**src/rtl/bn_pass_controller.sv**
```systemverilog
// bn_pass_controller: sequences one batch-norm layer over a BRAM-resident
// feature map. MEAN and VAR stream every element to the BN datapath, a
// sqrt handshake sits between VAR and NORM, and NORM writes each datapath
// result back in place. The PS starts and acknowledges through ps_control.
module bn_pass_controller #(
    parameter int          HEIGHT    = 4,
    parameter int          WIDTH     = 4,
    parameter int          N         = 1,
    parameter logic [31:0] BASE_ADDR = 32'h0
) (
    input  logic        clk,
    input  logic        reset,
    input  logic [31:0] ps_control,
    output logic [31:0] pl_status,
    output logic [31:0] bram_addr,
    input  logic [31:0] bram_rddata,
    output logic [31:0] bram_wrdata,
    output logic [3:0]  bram_we,
    output logic [1:0]  dp_mode,
    output logic        dp_in_valid,
    input  logic        dp_in_ready,
    output logic [31:0] dp_in_data,
    output logic        dp_in_last,
    input  logic        dp_out_valid,
    output logic        dp_out_ready,
    input  logic [31:0] dp_out_data,
    output logic        sqrt_start,
    input  logic        sqrt_done
);
    localparam int TOTAL = N * HEIGHT * WIDTH;
    // One spare bit so the index can never wrap, even at TOTAL = 1.
    localparam int IDX_W = $clog2(TOTAL) + 1;
    localparam logic [IDX_W-1:0] LAST_IDX = IDX_W'(TOTAL - 1);

    localparam logic [1:0] P_MEAN = 2'd0;
    localparam logic [1:0] P_VAR  = 2'd1;
    localparam logic [1:0] P_NORM = 2'd2;

    typedef enum logic [3:0] {
        S_IDLE, S_RD, S_RD_WAIT, S_CAP, S_ISSUE,
        S_NORM_WAIT, S_WRITE, S_SQRT_REQ, S_SQRT_WAIT, S_DONE
    } state_t;

    state_t           state, state_n;
    logic [1:0]       pass;
    logic [IDX_W-1:0] idx;
    logic             start, busy, is_last;

    logic unused_ctrl;
    assign unused_ctrl = ^ps_control[31:1];

    assign start   = ps_control[0];
    assign busy    = (state != S_IDLE) && (state != S_DONE);
    assign is_last = (idx == LAST_IDX);

    // State register
    always_ff @(posedge clk or negedge reset) begin
        if (!reset) state <= S_IDLE;
        else        state <= state_n;
    end

    // Next state: element loop, pass sequencing, handshakes and abort
    always_comb begin
        state_n = state;
        case (state)
            S_IDLE:      if (start) state_n = S_RD;
            S_RD:        state_n = S_RD_WAIT;
            S_RD_WAIT:   state_n = S_CAP;
            S_CAP:       state_n = S_ISSUE;
            S_ISSUE: begin
                if (dp_in_ready) begin
                    if (pass == P_NORM)    state_n = S_NORM_WAIT;
                    else if (!is_last)     state_n = S_RD;
                    else if (pass == P_VAR) state_n = S_SQRT_REQ;
                    else                   state_n = S_RD;
                end
            end
            S_NORM_WAIT: if (dp_out_valid) state_n = S_WRITE;
            // An abort seen in WRITE still lets the write land, then idles.
            S_WRITE: begin
                if (!start)       state_n = S_IDLE;
                else if (is_last) state_n = S_DONE;
                else              state_n = S_RD;
            end
            S_SQRT_REQ:  state_n = S_SQRT_WAIT;
            S_SQRT_WAIT: if (sqrt_done) state_n = S_RD;
            S_DONE:      if (!start) state_n = S_IDLE;
            default:     state_n = S_IDLE;
        endcase
        if (busy && !start && state != S_WRITE) state_n = S_IDLE;
    end

    // Pass, index, address and data registers move only on state transitions
    always_ff @(posedge clk or negedge reset) begin
        if (!reset) begin
            pass        <= P_MEAN;
            idx         <= '0;
            bram_addr   <= '0;
            dp_in_data  <= '0;
            bram_wrdata <= '0;
        end else if (state_n == S_IDLE) begin
            pass <= P_MEAN;
            idx  <= '0;
        end else begin
            case (state)
                S_IDLE: begin
                    pass      <= P_MEAN;
                    idx       <= '0;
                    bram_addr <= BASE_ADDR;
                end
                S_CAP: dp_in_data <= bram_rddata;
                S_ISSUE: begin
                    if (state_n == S_RD) begin
                        // Only MEAN can reach RD on its last element.
                        if (is_last) begin
                            pass      <= P_VAR;
                            idx       <= '0;
                            bram_addr <= BASE_ADDR;
                        end else begin
                            idx       <= idx + IDX_W'(1);
                            bram_addr <= bram_addr + 32'd4;
                        end
                    end
                end
                S_NORM_WAIT: if (state_n == S_WRITE) bram_wrdata <= dp_out_data;
                S_WRITE: begin
                    if (state_n == S_RD) begin
                        idx       <= idx + IDX_W'(1);
                        bram_addr <= bram_addr + 32'd4;
                    end
                end
                S_SQRT_WAIT: begin
                    if (state_n == S_RD) begin
                        pass      <= P_NORM;
                        idx       <= '0;
                        bram_addr <= BASE_ADDR;
                    end
                end
                default: ;
            endcase
        end
    end

    // Outputs decoded from the current state
    always_comb begin
        dp_in_valid  = (state == S_ISSUE);
        dp_in_last   = (state == S_ISSUE) && is_last;
        dp_out_ready = (state == S_NORM_WAIT);
        bram_we      = (state == S_WRITE) ? 4'hf : 4'h0;
        sqrt_start   = (state == S_SQRT_REQ);
        dp_mode      = pass;
        pl_status    = {28'h0, (busy ? pass : 2'b00), busy, (state == S_DONE)};
    end

endmodule
```
**config.mk**
```make
export PLATFORM = sky130hd
export DESIGN_NAME = bn_pass_controller
export DESIGN_NICKNAME = d
export VERILOG_FILES = /design/src/rtl/bn_pass_controller.sv
export SDC_FILE = /design/constraint.sdc
export NUM_CORES = 1
export LEC_CHECK = 0
export CORE_ASPECT_RATIO = 1.25
export CORE_MARGIN = 2
export CORE_UTILIZATION = 40
export CTS_CLUSTER_DIAMETER = 150
export DETAILED_ROUTE_END_ITERATION = 8
export GPL_TIMING_DRIVEN = 0
export PLACE_DENSITY = 0.77
export SYNTH_ARGS = -nofsm -noshare
export SYNTH_HDL_FRONTEND = slang
export SYNTH_SLANG_ARGS = --single-unit
```
**constraint.sdc**
```tcl
create_clock -name clk -period 5.6 [get_ports clk]
set_input_delay 1.12 -clock clk [delete_from_list [all_inputs] [get_ports clk]]
set_output_delay 1.12 -clock clk [all_outputs]
set_load 0.03 [all_outputs]
```
# == Word level (Yosys, flattened, before mapping) ==
# Index checks and enable logic that the tools add are counted.
# op_classes
addsub,2
eq_ne,23
muxes,30
bitwise_logic,1
n_reduce_logical,16
# op_table
operator,count
$mux W32,4
$pmux W32 S4,1
$pmux W4 S10,1
$mux W4,9
$add A32 B3 Y32 const B,1
$mux W5,5
$eq A4 B3 Y1 const B,5
$pmux W5 S4,1
$reduce_bool A4 Y1,3
$mux W2,5
$mux W3,3
$eq A4 B1 Y1 const B,2
$eq A4 B2 Y1 const B,2
$eq A4 B4 Y1 const B,2
$logic_not A4 Y1,2
$reduce_and A4 Y1,2
$ne A3 B1 Y1 const B,2
$ne A3 B3 Y1 const B,2
$pmux W2 S3,1
$add A5 B1 Y5 const B,1
$eq A5 B4 Y1 const B,1
$reduce_and A5 Y1,1
$reduce_bool A5 Y1,1
$logic_and A1 B1 Y1,4
other kinds (10),11
# word_totals
regBits,107
out_inout_bits,138
word_cells,78

# == Depth between registers and ports, before layout ==
# Gate-level depths: netlist of run 1.
# depth
ltp_word,11
mapped_depth,10
mapped_depth_nobuf,8

# == Least setup slack after synthesis of run 1 ==
# Ideal clock, no wire load.
# synth_timing
path_kind,input -> register
from,in ps_control[0]
to,reg idx[2]
arrival_ns,2.933
path_slack_ns,2.541
path_stages,8
path_buffers,3
path_cell_list,clkbuf_2 > mux2i_1 > a2111o_1 > a32o_1 > buf_6 > or3_4 > buf_6 > a311o_1
# synth_between
elab_chain_cells,7
word_cells_on_any_way,16
classes_between,eq/ne (4); mux (6); reduce/logical (6)
# synth_rtl
element,line,source
from (decl),13,"input logic [31:0] ps_control,"
branches (longest 3 deep; another with $pmux W4 S10),n/a,
$mux W4 *,90,if (busy && !start && state != S_WRITE) state_n = S_IDLE;
$eq A4 B1 Y1 / $logic_not A4 Y1 (equally long branches),n/a,
$ne A3 B3 Y1 (no line) (tied with other cells),n/a,
$reduce_and A4 Y1 (no line),n/a,
to (signal assigned),120,idx <= idx + IDX_W'(1);
to (signal assigned),128,idx <= idx + IDX_W'(1);
to (decl),46,logic [IDX_W-1:0] idx;
# Mark *: on every way between the ends.
# A chain may end at the register's enable or synchronous reset.

# == Worst setup path after layout of run 1 ==
# layout_timing
from,in dp_in_ready
to,reg bram_addr[5]
# layout_between
elab_chain_cells,6
word_cells_on_any_way,10
classes_between,eq/ne (4); mux (3); bitwise (1); reduce/logical (2)
# layout_rtl
element,line,source
from (decl),21,"input logic dp_in_ready,"
$mux W4 *,71,if (dp_in_ready) begin
$pmux W4 S10 *,65,case (state)
$mux W4 *,90,
$eq A4 B1 Y1 / $logic_not A4 Y1 (equally long branches),n/a,
$ne A2 B2 Y1 (no line) (tied with other cells),n/a,
$reduce_and A5 Y1 (no line) *,n/a,
to (signal assigned),121,bram_addr <= bram_addr + 32'd4;
to (signal assigned),129,bram_addr <= bram_addr + 32'd4;
to (decl),15,"output logic [31:0] bram_addr,"
# Mark *: on every way between the ends. The rest lies on a longest branch, timed or not.

==> results of run 1 <==
[state kept, by name, indices dropped and copies added, names as in the netlist]
name	count
state	4
bram_wrdata	32
bram_addr	30
idx	5
dp_mode	2
dp_in_data	32
[area by class of cell]
class                           count  area, µm²  area share
Clock inverter                      7       82.6      0.0106
Sequential cell                   105       2630       0.336
Inverter                            9       33.8     0.00432
Clock buffer                        9        225      0.0288
Timing Repair Buffer              177       1790       0.229
Tap cell                          171        214      0.0274
Buffer                             64        423      0.0541
Multi-Input combinational cell    333       2420       0.310
[routing by layer]
layer | vias up | share of wire | track usage
met5 | - | 0 | 0
met1 | 2321 | 0.38 | 0.260
met3 | 32 | 0.072 | 0.0486
met2 | 215 | 0.52 | 0.373
met4 | 0 | 0.027 | 0.0855
li1 | 2183 | - | -
[through the flow]
stage,TNS (ns),hold WS (ns),cell area (µm²)
after detailed placement,0,0.475,7500
after floorplan,0,0.495,5500
final,0,0.491,7810
after global placement,-56.74,0.470,7480
after global routing,0,0.500,7810
after CTS,0,0.492,7810
[power by group through the flow]
stage                     Sequential (W)  Combinational [W]  Clock, W
final                            0.00114            0.00175  0.000645
after global routing             0.00117            0.00184  0.000692
after CTS                        0.00114            0.00176  0.000660
after detailed placement         0.00115            0.00175         0
after global placement           0.00113            0.00172         0
after floorplan                  0.00158           0.000589         0
[kinds of logic (layout without fill, tap and decap cells)]
logic type	after synthesis	count (layout)
fa+ha+maj	4	4
simple gates	127	127
xor+xnor	2	2
flops	105	105
mux	69	69
buf+inv	73	266
other cells	1	30
compound gates	101	101
[cells in the mapped netlist (2+ instances only)]
master and number:
nand2b_1 3, and3_1 5, clkbuf_1 17, or2_1 2
nand3_1 23, a41oi_1 3, nor2b_1 7, nand4_1 9
mux2i_1 5, nor3_1 8, a31oi_1 20, o311ai_0 2
and4_1 3, nor4_1 4, or3b_1 2, o21ai_1 5
or3_1 4, buf_6 5, nand2_1 26, mux2_2 56
buf_2 4, o21ai_0 5, buf_4 37, a21oi_1 11
o21a_1 4, and3b_1 3, ha_1 4, o31ai_1 13
mux2_1 8, nand3b_1 2, o41ai_1 22, inv_1 9
o211ai_1 4, dfrtp_1 105, nor2_1 12, and2_1 4
[final timing paths]
path	depth (start not counted)	to	from
min reg2reg	1	bram_wrdata[4]$_DFFE_PN0P_	bram_wrdata[4]$_DFFE_PN0P_
max reg2reg	9	bram_addr[5]$_DFFE_PN0P_	idx[0]$_DFFE_PN0P_
min	1	bram_wrdata[4]$_DFFE_PN0P_	bram_wrdata[4]$_DFFE_PN0P_
max in group asynchronous	2	dp_in_data[7]$_DFFE_PN0P_	reset
min in group asynchronous	1	bram_addr[12]$_DFFE_PN0P_	reset
max	7	bram_addr[5]$_DFFE_PN0P_	dp_in_ready
[worst max-delay path: cells and delay by family]
| family | cells | cell delay [ns] |
|---|---|---|
| AOI/OAI and AO/OA | 3 | 1.32 |
| buffers and inverters | 3 | 1.04 |
| and+or+nand+nor | 1 | 0.31 |
==> out/qor.yml, run 1 <==
place_ws_ns: 1.71
worstPathMaxFanout: 10
synth.top_cell.area_share: 0.487
layout_worst_path_cycle_share: 0.642
grt_first_pass_wirelength_um: 24700
status: "complete, no violations"
synth_xor_area_frac: 0.00325
clock_path_buffers: 2
core_um2: 13200
maxCapViolCount: 0
setup_slack_ns: 2.01
p_leak_nw: 3.34
synth_fa_ha_area_frac: 0.00928
viasPerCell: 5.43
synth.area.top_cells: "dfrtp_1 49%, mux2_2 12%, buf_4 5.1%"
layout-drive-gt1-share: 0.180
path_cells: "clkdlybuf4s50_1 -> inv_1 -> o41ai_1 -> a41oi_1 -> nor3_1 -> clkbuf_1 -> a31oi_1"
peakVddDrop_mv: 0.282
cts-buffers-inserted: 9
io_pins: 239
critPathKind: "in -> reg"
layout.nets: 804
finalPower_w: 0.00353
n_fill_cell: 1128
grt_max_degree: 71
synthCells: 482
grt_pass1_vias: 4698
cts_sinks: 105
tritoncts: "built"
synth_compound_area_frac: 0.137
cpPeakStageDelay_ns: 0.74
antenna_found_initial: 0
die_area_um2: 14400
area_delta_synth_final_pct: 44.8
arrival_ns: 3.80
synth_ff_type: "dfrtp_1"
n_antenna_cell: 0
crit_required_ns: 5.80
p_comb_frac: 0.496
insertion_delay_ns: 0.36
synth_seq_cells: 105
dieHeight_um: 134
finClkSkew_ns: 0.0189
syn_avg_cell_area_um2: 11.2
routedWlPerCell_um: 17.9
max_freq_mhz: 278
maxSlewHeadroom: 0.181
layout_commonest_cell: "clkdlybuf4s50_1"
num_rows: 47
slew_violations: 0
setup_viol: 0
place_congestion: 0.874
grt-ovfl-total: 0
clk_pin_slew_ns: 0.07
power.density_nw_per_um2: 452
rsz0062_at_grt: "false"
first_pass_iters: 5
vias: 4751
stdcell_count: 875
slowest_stage: "o41ai_1"
final_cell_mix: "175 x clkdlybuf4s50_1, 105 x dfrtp_1, 56 x mux2_2"
drt_iter0_markers: 398
synth_edf_count: 0
synth_top_cell_by_area: "dfrtp_1"
track_usage: 0.216
async_reset_ff_frac: 1.00
hold_class: "reg -> reg"
intPower_w: 0.00206
synth-simple-area-share: 0.135
post-place-cells: 859
switching_power_w: 0.00147
cts_hold_buf: 0
setup.worst_path.end_class: "flip-flop"
io_buffers: 176
ant_nets: 0
fin_util: 0.590
post_cts_buffers: 0
synth_top_family_by_area: "multiplexers"
dpl.hpwl_um: 11700
root_buffer: "clkbuf_16"
cts_resized: 0
synth.area.mux_share: 0.143
ys_seq_area_frac: 0.487
routed_wl_um: 15700
period_needed_ns: 3.59
r2r_slack_ns: 2.06
worst_pin_slew_ns: 1.22
htree_levels: 3
synth_cell_types: 62
report.final.hold_viol_count: 0
yosysWarnings: 0
p_clk_frac: 0.183
syn-cell-area_um2: 5390
p_sw_frac: 0.417
crit_path_start_kind: "input pin"
power_frac_seq: 0.322
drcViolationCount: 0
initial_core_util: 0.408
die_width_um: 108
No activity file was read; power rests on OpenSTA's default activity.
==> inputs of run 2 (changes only) <==
Settings changed: CORE_UTILIZATION 40 to 38.
Clock period 5.6 ns to 3.1 ns, I/O delays scaled along.
==> run 2 against run 1 <==
Highest routed layer unchanged. Critical path type is now reg -> reg. Count of clock-buffer cells in the layout up 2. Largest power group unchanged. Cell count is 0.57% higher. Via count rose by 1.3%. Sequential cell count stayed put. Core utilization decreased by 1.5 points. Non-clock buffer count increased by 1. First-iteration DRC count is 24% lower. Worst hold slack lost 0.20 ns. Die area grew 5.1%.
==> out/qor.yml, run 2 (synthesis results as in run 1) <==
status: "complete, no violations"
placed_cell_area_um2: 7510
layout-drive-gt1-share: 0.209
setup_slack_ns: 0.134
max_freq_mhz: 337
finish.instance_area_um2: 7980
setup_viol: 0
vias: 4813
power.density_nw_per_um2: 824
num_rows: 48
root_buffer: "clkbuf_16"
reg_top3: "bram_wrdata: 32 flops, dp_in_data: 32 flops, bram_addr: 30 flops"
layout_commonest_cell: "clkdlybuf4s50_1"
io_buffers: 176
finClkSkew_ns: 0.00872
whs_ns: 0.287
final_cell_mix: "171 x clkdlybuf4s50_1, 105 x dfrtp_1, 56 x mux2_2"
initial_core_util: 0.389
antenna_found_initial: 0
cts_sinks: 105
slew_violations: 0
p_leak_nw: 3.47
place_ws_ns: -0.337
routed_wl_um: 16300
viasPerCell: 5.47
layout_worst_path_cycle_share: 0.957
r2r-end: "idx[2]$_DFFE_PN0P_"
grt-ovfl-total: 0
die_area_um2: 15200
cp-startpoint: "idx[0]$_DFFE_PN0P_"
peakVddDrop_mv: 0.488
layout.nets: 805
die_width_um: 111
period_needed_ns: 2.97
setup.worst_path.end_class: "flip-flop"
dieHeight_um: 137
ant_nets: 0
drcViolationCount: 0
cts_hold_buf: 0
fin_util: 0.575
r2r_slack_ns: 0.13
n_antenna_cell: 0
rr_worst_depth: 9
crit_required_ns: 3.34
htree_levels: 3
place_congestion: 0.870
dpl.hpwl_um: 12100
cts-buffers-inserted: 9
clock_path_buffers: 2
grt_max_degree: 61
hold_class: "in -> async"
track_usage: 0.216
rsz0062_at_grt: "false"
critPathKind: "reg -> reg"
grt_first_pass_wirelength_um: 26100
routedWlPerCell_um: 18.5
n_fill_cell: 1185
rr_startpoint: "idx[0]$_DFFE_PN0P_"
area_delta_synth_final_pct: 48.0
endpoint: "idx[2]$_DFFE_PN0P_"
tritoncts: "built"
worst_pin_slew_ns: 1.26
clk_pin_slew_ns: 0.07
maxSlewHeadroom: 0.149
insertion_delay_ns: 0.36
grt_pass1_vias: 4914
core_um2: 13900
drt_iter0_markers: 302
crit_path_start_kind: "flip-flop"
worstPathMaxFanout: 7
first_pass_iters: 5
report.final.hold_viol_count: 0
io_pins: 239
arrival_ns: 3.20
maxCapViolCount: 0
## run 2: what timing repair did
| item | 4_1_cts | 5_1_grt |
|---|---|---|
| cloned | 0 | 0 |
| endpoints found under the setup margin | 66 | 33 |
| setup buffers | 1 | 1 |
| gates resized for setup | 5 | 23 |
| pin swaps | 0 | 3 |
## run 2: worst max-delay path, cell delays in order (launching register included)
cell	delay, ns
dfrtp_1	0.43
ha_1	0.24
and3_1	0.20
ha_2	0.22
and3b_1	0.22
o41ai_4	0.42
a41oi_2	0.25
or3_4	0.38
buf_6	0.15
a311o_1	0.34
## run 2: routing by layer
layer,routed length [µm],share of wire,track usage,up-vias
met1,6060,0.37,0.253,2365
met4,359,0.022,0.0833,0
met2,8670,0.53,0.392,235
met3,1190,0.073,0.0418,29
li1,-,-,-,2184
met5,0,0,0,-
## run 2: worst min path at each step
| stage | startpoint | to | cells past startpoint |
|---|---|---|---|
| 2_1_floorplan | reset | bram_addr[10]$_DFFE_PN0P_ | 0 |
| 3_3_place_gp | bram_wrdata[23]$_DFFE_PN0P_ | bram_wrdata[23]$_DFFE_PN0P_ | 1 |
| 4_1_cts | reset | bram_addr[7]$_DFFE_PN0P_ | 1 |
| 3_5_place_dp | bram_wrdata[28]$_DFFE_PN0P_ | bram_wrdata[28]$_DFFE_PN0P_ | 1 |
| 5_1_grt | reset | dp_mode[1]$_DFFE_PN0P_ | 1 |
| 6_report | reset | dp_mode[0]$_DFFE_PN0P_ | 1 |
## run 2: layout make-up
type | instances | area, µm² | area share
Buffer | 63 | 425 | 0.0533
Clock buffer | 11 | 253 | 0.0317
Clock inverter | 5 | 85.1 | 0.0107
Inverter | 9 | 33.8 | 0.00423
Multi-Input combinational cell | 333 | 2530 | 0.317
Sequential cell | 105 | 2630 | 0.329
Tap cell | 175 | 219 | 0.0274
Timing Repair Buffer | 179 | 1810 | 0.227
## run 2: stage by stage
step	power [W]	instances	TNS, ns
after global placement	0.00515	862	-271.21
after detailed placement	0.00526	863	-9.87
final	0.00658	880	0
after global routing	0.00686	880	0
after CTS	0.00658	880	0
after floorplan	0.00391	511	0
## run 2: where the power goes
| part | internal [W] | total, W | switching (W) |
|---|---|---|---|
| Sequential | 0.00179 | 0.00206 | 0.000271 |
| Clock | 0.000756 | 0.00128 | 0.000524 |
| Combinational | 0.00138 | 0.00323 | 0.00186 |
| Total | 0.00392 | 0.00658 | 0.00265 |
==> RTL change 1 (config.mk and constraints of run 2) <==
Reset style: synchronous (`reset`), changed in 2 clocked blocks.
--- a/src/rtl/bn_pass_controller.sv
+++ b/src/rtl/bn_pass_controller.sv
@@ -54,7 +54,7 @@
     assign is_last = (idx == LAST_IDX);
 
     // State register
-    always_ff @(posedge clk or negedge reset) begin
+    always_ff @(posedge clk) begin
         if (!reset) state <= S_IDLE;
         else        state <= state_n;
     end
@@ -91,7 +91,7 @@
     end
 
     // Pass, index, address and data registers move only on state transitions
-    always_ff @(posedge clk or negedge reset) begin
+    always_ff @(posedge clk) begin
         if (!reset) begin
             pass        <= P_MEAN;
             idx         <= '0;
Check against the original RTL: differs if reset is asserted again (counterexample within 4 cycles, from zero or initial values and one cycle with reset low); with reset held inactive, the same outputs for 4 cycles.
==> RTL change 1 against run 2 <==
  * First-iteration DRC count shrank 35%
  * Worst setup slack worse by 0.13 ns
  * Routed wire length fell by 13%
  * Sequential cell count is the same
  * Synthesized area down 9.4%
  * Count of clock-buffer cells in the layout is 2 lower
  * Final area down 6.4%
  * Critical endpoint is now idx[0]$_SDFFE_PP0P_
  * Highest routed layer unchanged
Power is not compared: it rests on default switching activity, and its combinational part moved more than twofold at a synthesized area within 25%.
==> RTL change 1: results (changes against run 2) <==
TritonRoute pass-1 iters 4 (was 5); CP max stage cell or4_4 (was dfrtp_1); total power 3072 uW; placed insts 991 (was 863); Unique masters post-synth 55 (was 62); complex-gate fraction of the synthesized area 0.1441 (was 0.1373); via count 4941 (was 4813); # port buffers 177 (was 176); max incr delay on CP 0.58 ns (was 0.43 ns); post-synthesis mux area share 0.02713 (was 0.1429); status complete, no violations (unchanged); Post-Synth Adder-Cell Area 0.01024 (was 0.009279); Clock-cell share 0.03753 (was 0.04233); sequential element share of the synthesized area 0.4300 (was 0.4871); 1st-iter DRT viols 196 (was 302); Async SR Flop Fraction 0 (was 1.000); Non-CTS buffers 254 (was 242); most frequent cells after synthesis 149 x nand2_1, 105 x dfxtp_1, 84 x a21oi_1 (was 105 x dfrtp_1, 56 x mux2_2, 37 x buf_4); FILL cells 1114 (was 1185); CP startpoint idx[0]$_SDFFE_PP0P_ (was idx[0]$_DFFE_PN0P_); Worst Path Max Fanout 10 (was 7); CP delay by family, top simple AND/OR/NAND/NOR gates (was compound AO/OA/AOI/OAI gates); Area contributors post-synth dfxtp_1 43%, nand2_1 11%, a21oi_1 8.6% (was dfrtp_1 49%, mux2_2 12%, buf_4 5.1%); share of layout cells above drive strength 1 0.1173 (was 0.2085); Area Overhead vs Synth 52.78% (was 47.97%); vias in the first global route 4318 (was 4914); GP Congestion 0.8213 (was 0.8702); final net count 944 (was 805); sequential share of cell area 0.2821 (was 0.3292); post-layout util 0.5925 (was 0.5753); flip-flop and latch area 2107 um2 (was 2628 um2); Area after DPL 6979 um2 (was 7508 um2); met2 usage 0.3370 (was 0.3920)
## RTL change 1: cell types whose count changed after synthesis, moves of 12 or more
cell	change
nand2_1	+123
dfrtp_1	-105
dfxtp_1	+105
a21oi_1	+73
mux2_2	-54
o41ai_1	-21
a31oi_1	-18
nor2_1	+12
## RTL change 1: logic make-up (layout without fill, tap and decap cells)
kind of cell | Yosys count | count (layout)
muxes | 13 | 13
DFF | 105 | 105
xor gates and xnor gates | 11 | 11
adders and majority gates | 4 | 4
other | 1 | 30
and+or+nand+nor | 275 | 275
buffers and inverters | 84 | 282
AOI/OAI and AO/OA | 124 | 124
## RTL change 1: path summary, 6_finish.rpt
kind / endpoint / slack, ns / depth (start not counted)
setup / recovery: idx[0]$_SDFFE_PP0P_ / 0.002 / 11
hold / removal: dp_in_data[12]$_SDFFE_PN0P_ / 0.45 / 2
setup reg to reg: idx[0]$_SDFFE_PP0P_ / 0.002 / 11
hold reg to reg: dp_in_data[12]$_SDFFE_PN0P_ / 0.45 / 2
==> RTL change 2 (settings of run 2) <==
Made on the original files. The parameter `WIDTH` goes from 4 to 8.
--- a/src/rtl/bn_pass_controller.sv
+++ b/src/rtl/bn_pass_controller.sv
@@ -4,7 +4,7 @@
 // result back in place. The PS starts and acknowledges through ps_control.
 module bn_pass_controller #(
     parameter int          HEIGHT    = 4,
-    parameter int          WIDTH     = 4,
+    parameter int          WIDTH     = 8,
     parameter int          N         = 1,
     parameter logic [31:0] BASE_ADDR = 32'h0
 ) (
Check against the original RTL: same outputs for any inputs over 4 cycles, from zero or initial values and one cycle with reset low; that may be too few to reach the edited logic, so the function may still have changed.
==> RTL change 2 against run 2 <==
  * Largest cell class unchanged
  * Worst setup slack improved by 0.063 ns
  * Routed wire length decreased by 14%
  * Final area decreased by 4.3%
  * Non-clock buffer count decreased by 7
  * Synthesized area decreased by 3.9%
  * Power decreased by 5.8%
  * Global-route usage decreased by 2.7 points
  * Via count decreased by 8.1%
  * Sequential cell count increased by 1
==> RTL change 2: results (changes against run 2) <==
Unique masters post-synth 51 (was 62); post-CTS setup buffers 0 (was 1); Worst Path Max Fanout 10 (was 7); clock skew 0.007493 ns (was 0.008721 ns); Non-Filler Instances 864 (was 880); Area after DPL 7301 um2 (was 7508 um2); root buf cell clkbuf_16 (unchanged); # port buffers 177 (was 176); Area contributors post-synth dfrtp_1 51%, mux2_2 14%, buf_4 5.1% (was dfrtp_1 49%, mux2_2 12%, buf_4 5.1%); Register-to-Register Path Depth 11 (was 9); worst vdd ir 0.3642 mV (was 0.4884 mV); # resized after CTS 0 (was 5); Starting Density 0.3899 (was 0.3888); r2r setup slk 0.20 ns (was 0.13 ns); initial antenna violation count 0 (unchanged); post-DP HPWL 10630 um (was 12150 um); CP max stage cell nor3_4 (was dfrtp_1); max incr delay on CP 0.48 ns (was 0.43 ns); CP startpoint idx[0]$_DFFE_PN0P_ (unchanged); sequential element share of the synthesized area 0.5120 (was 0.4871); LEAKAGE 0.003380 uW (was 0.003467 uW); ANT nets after route 0 (unchanged); 1st-iter DRT viols 163 (was 302); status complete, no violations (unchanged); share of layout cells above drive strength 1 0.1991 (was 0.2085); final net count 791 (was 805); Ys Warns 0 (unchanged); first-pass GRT wire length 21560 um (was 26120 um); insertion delay to the later sink of the worst-skew pair 0.35 ns; most frequent cells after synthesis 106 x dfrtp_1, 64 x mux2_2, 40 x o21ai_0 (was 105 x dfrtp_1, 56 x mux2_2, 37 x buf_4); worst path arrival time 3.13 ns (was 3.20 ns); actual slew at the worst max-slew pin 0.8034 ns (was 1.264 ns); clock edge transition at the registers on the reported setup and hold paths 0.07 ns (about the same); Async SR Flop Fraction 1.000 (unchanged); CTS max path bufs 2 (unchanged); CP delay by family, top simple AND/OR/NAND/NOR gates (was compound AO/OA/AOI/OAI gates); Tcrit/Tclk final 0.9366 (was 0.9569); WL/cell 16.21 um (was 18.50 um); worst hold path class primary input to asynchronous set/reset pin (unchanged); Worst Setup Slack post-DPL -0.1051 ns (was -0.3370 ns); Post-Synthesis Cells 470 (was 482); via count 4425 (was 4813); worst hold slack 0.2870 ns (was 0.2873 ns); placed insts 848 (was 863); Reg-to-Reg End bram_addr[27]$_DFFE_PN0P_ (was idx[2]$_DFFE_PN0P_); H-tree depth 3 (unchanged); vias in the first global route 4192 (was 4914); TritonRoute pass-1 iters 5 (unchanged); largest registers bram_wrdata x32, dp_in_data x32, bram_addr x30 (unchanged); GP Congestion 0.8523 (was 0.8702); GRT Total Usage 0.1886 (was 0.2156)
## RTL change 2: routing by layer
| metal | wire length [um] | GRT usage |
|---|---|---|
| met1 | 5360 | 0.2222 |
| met2 | 7234 | 0.3323 |
| met3 | 1121 | 0.04392 |
| met4 | 293 | 0.06838 |
| met5 | 0 | 0 |
## RTL change 2: final cells by class
type                    count  area, um2
plain buffers              57      384.1
clock buffers               9      225.2
clock inverters             7      106.4
fillers                  1127       5655
inverters                   7      26.28
multi-input cells         329       2230
flip-flops and latches    106       2653
well taps                 171      214.0
repair buffers            178       1797
## RTL change 2: worst max-delay path by stage
stage	to	cells past startpoint
finish	bram_addr[27]$_DFFE_PN0P_	11
global route	bram_addr[22]$_DFFE_PN0P_	10
CTS	dp_in_last	6
detailed placement	bram_addr[27]$_DFFE_PN0P_	10
global placement	dp_in_data[12]$_DFFE_PN0P_	1
floorplan	bram_addr[22]$_DFFE_PN0P_	11
## RTL change 2: kinds of logic after synthesis
family / after synthesis / share of synthesized area
mux: 66 / 0.1430
other cells: 1 / 0.0007238
compound gates: 103 / 0.1265
buf+inv: 64 / 0.07921
xor+xnor: 3 / 0.005072
flops: 106 / 0.5120
fa+ha+maj: 2 / 0.004829
simple gates: 125 / 0.1287
## RTL change 2: power breakdown
part | switching, uW | total (uW) | leakage [uW] | internal (uW)
combinational | 1750 | 3000 | 0.00180 | 1240
sequential | 194 | 1930 | 0.00142 | 1730
clock | 543 | 1270 | 0.000163 | 726
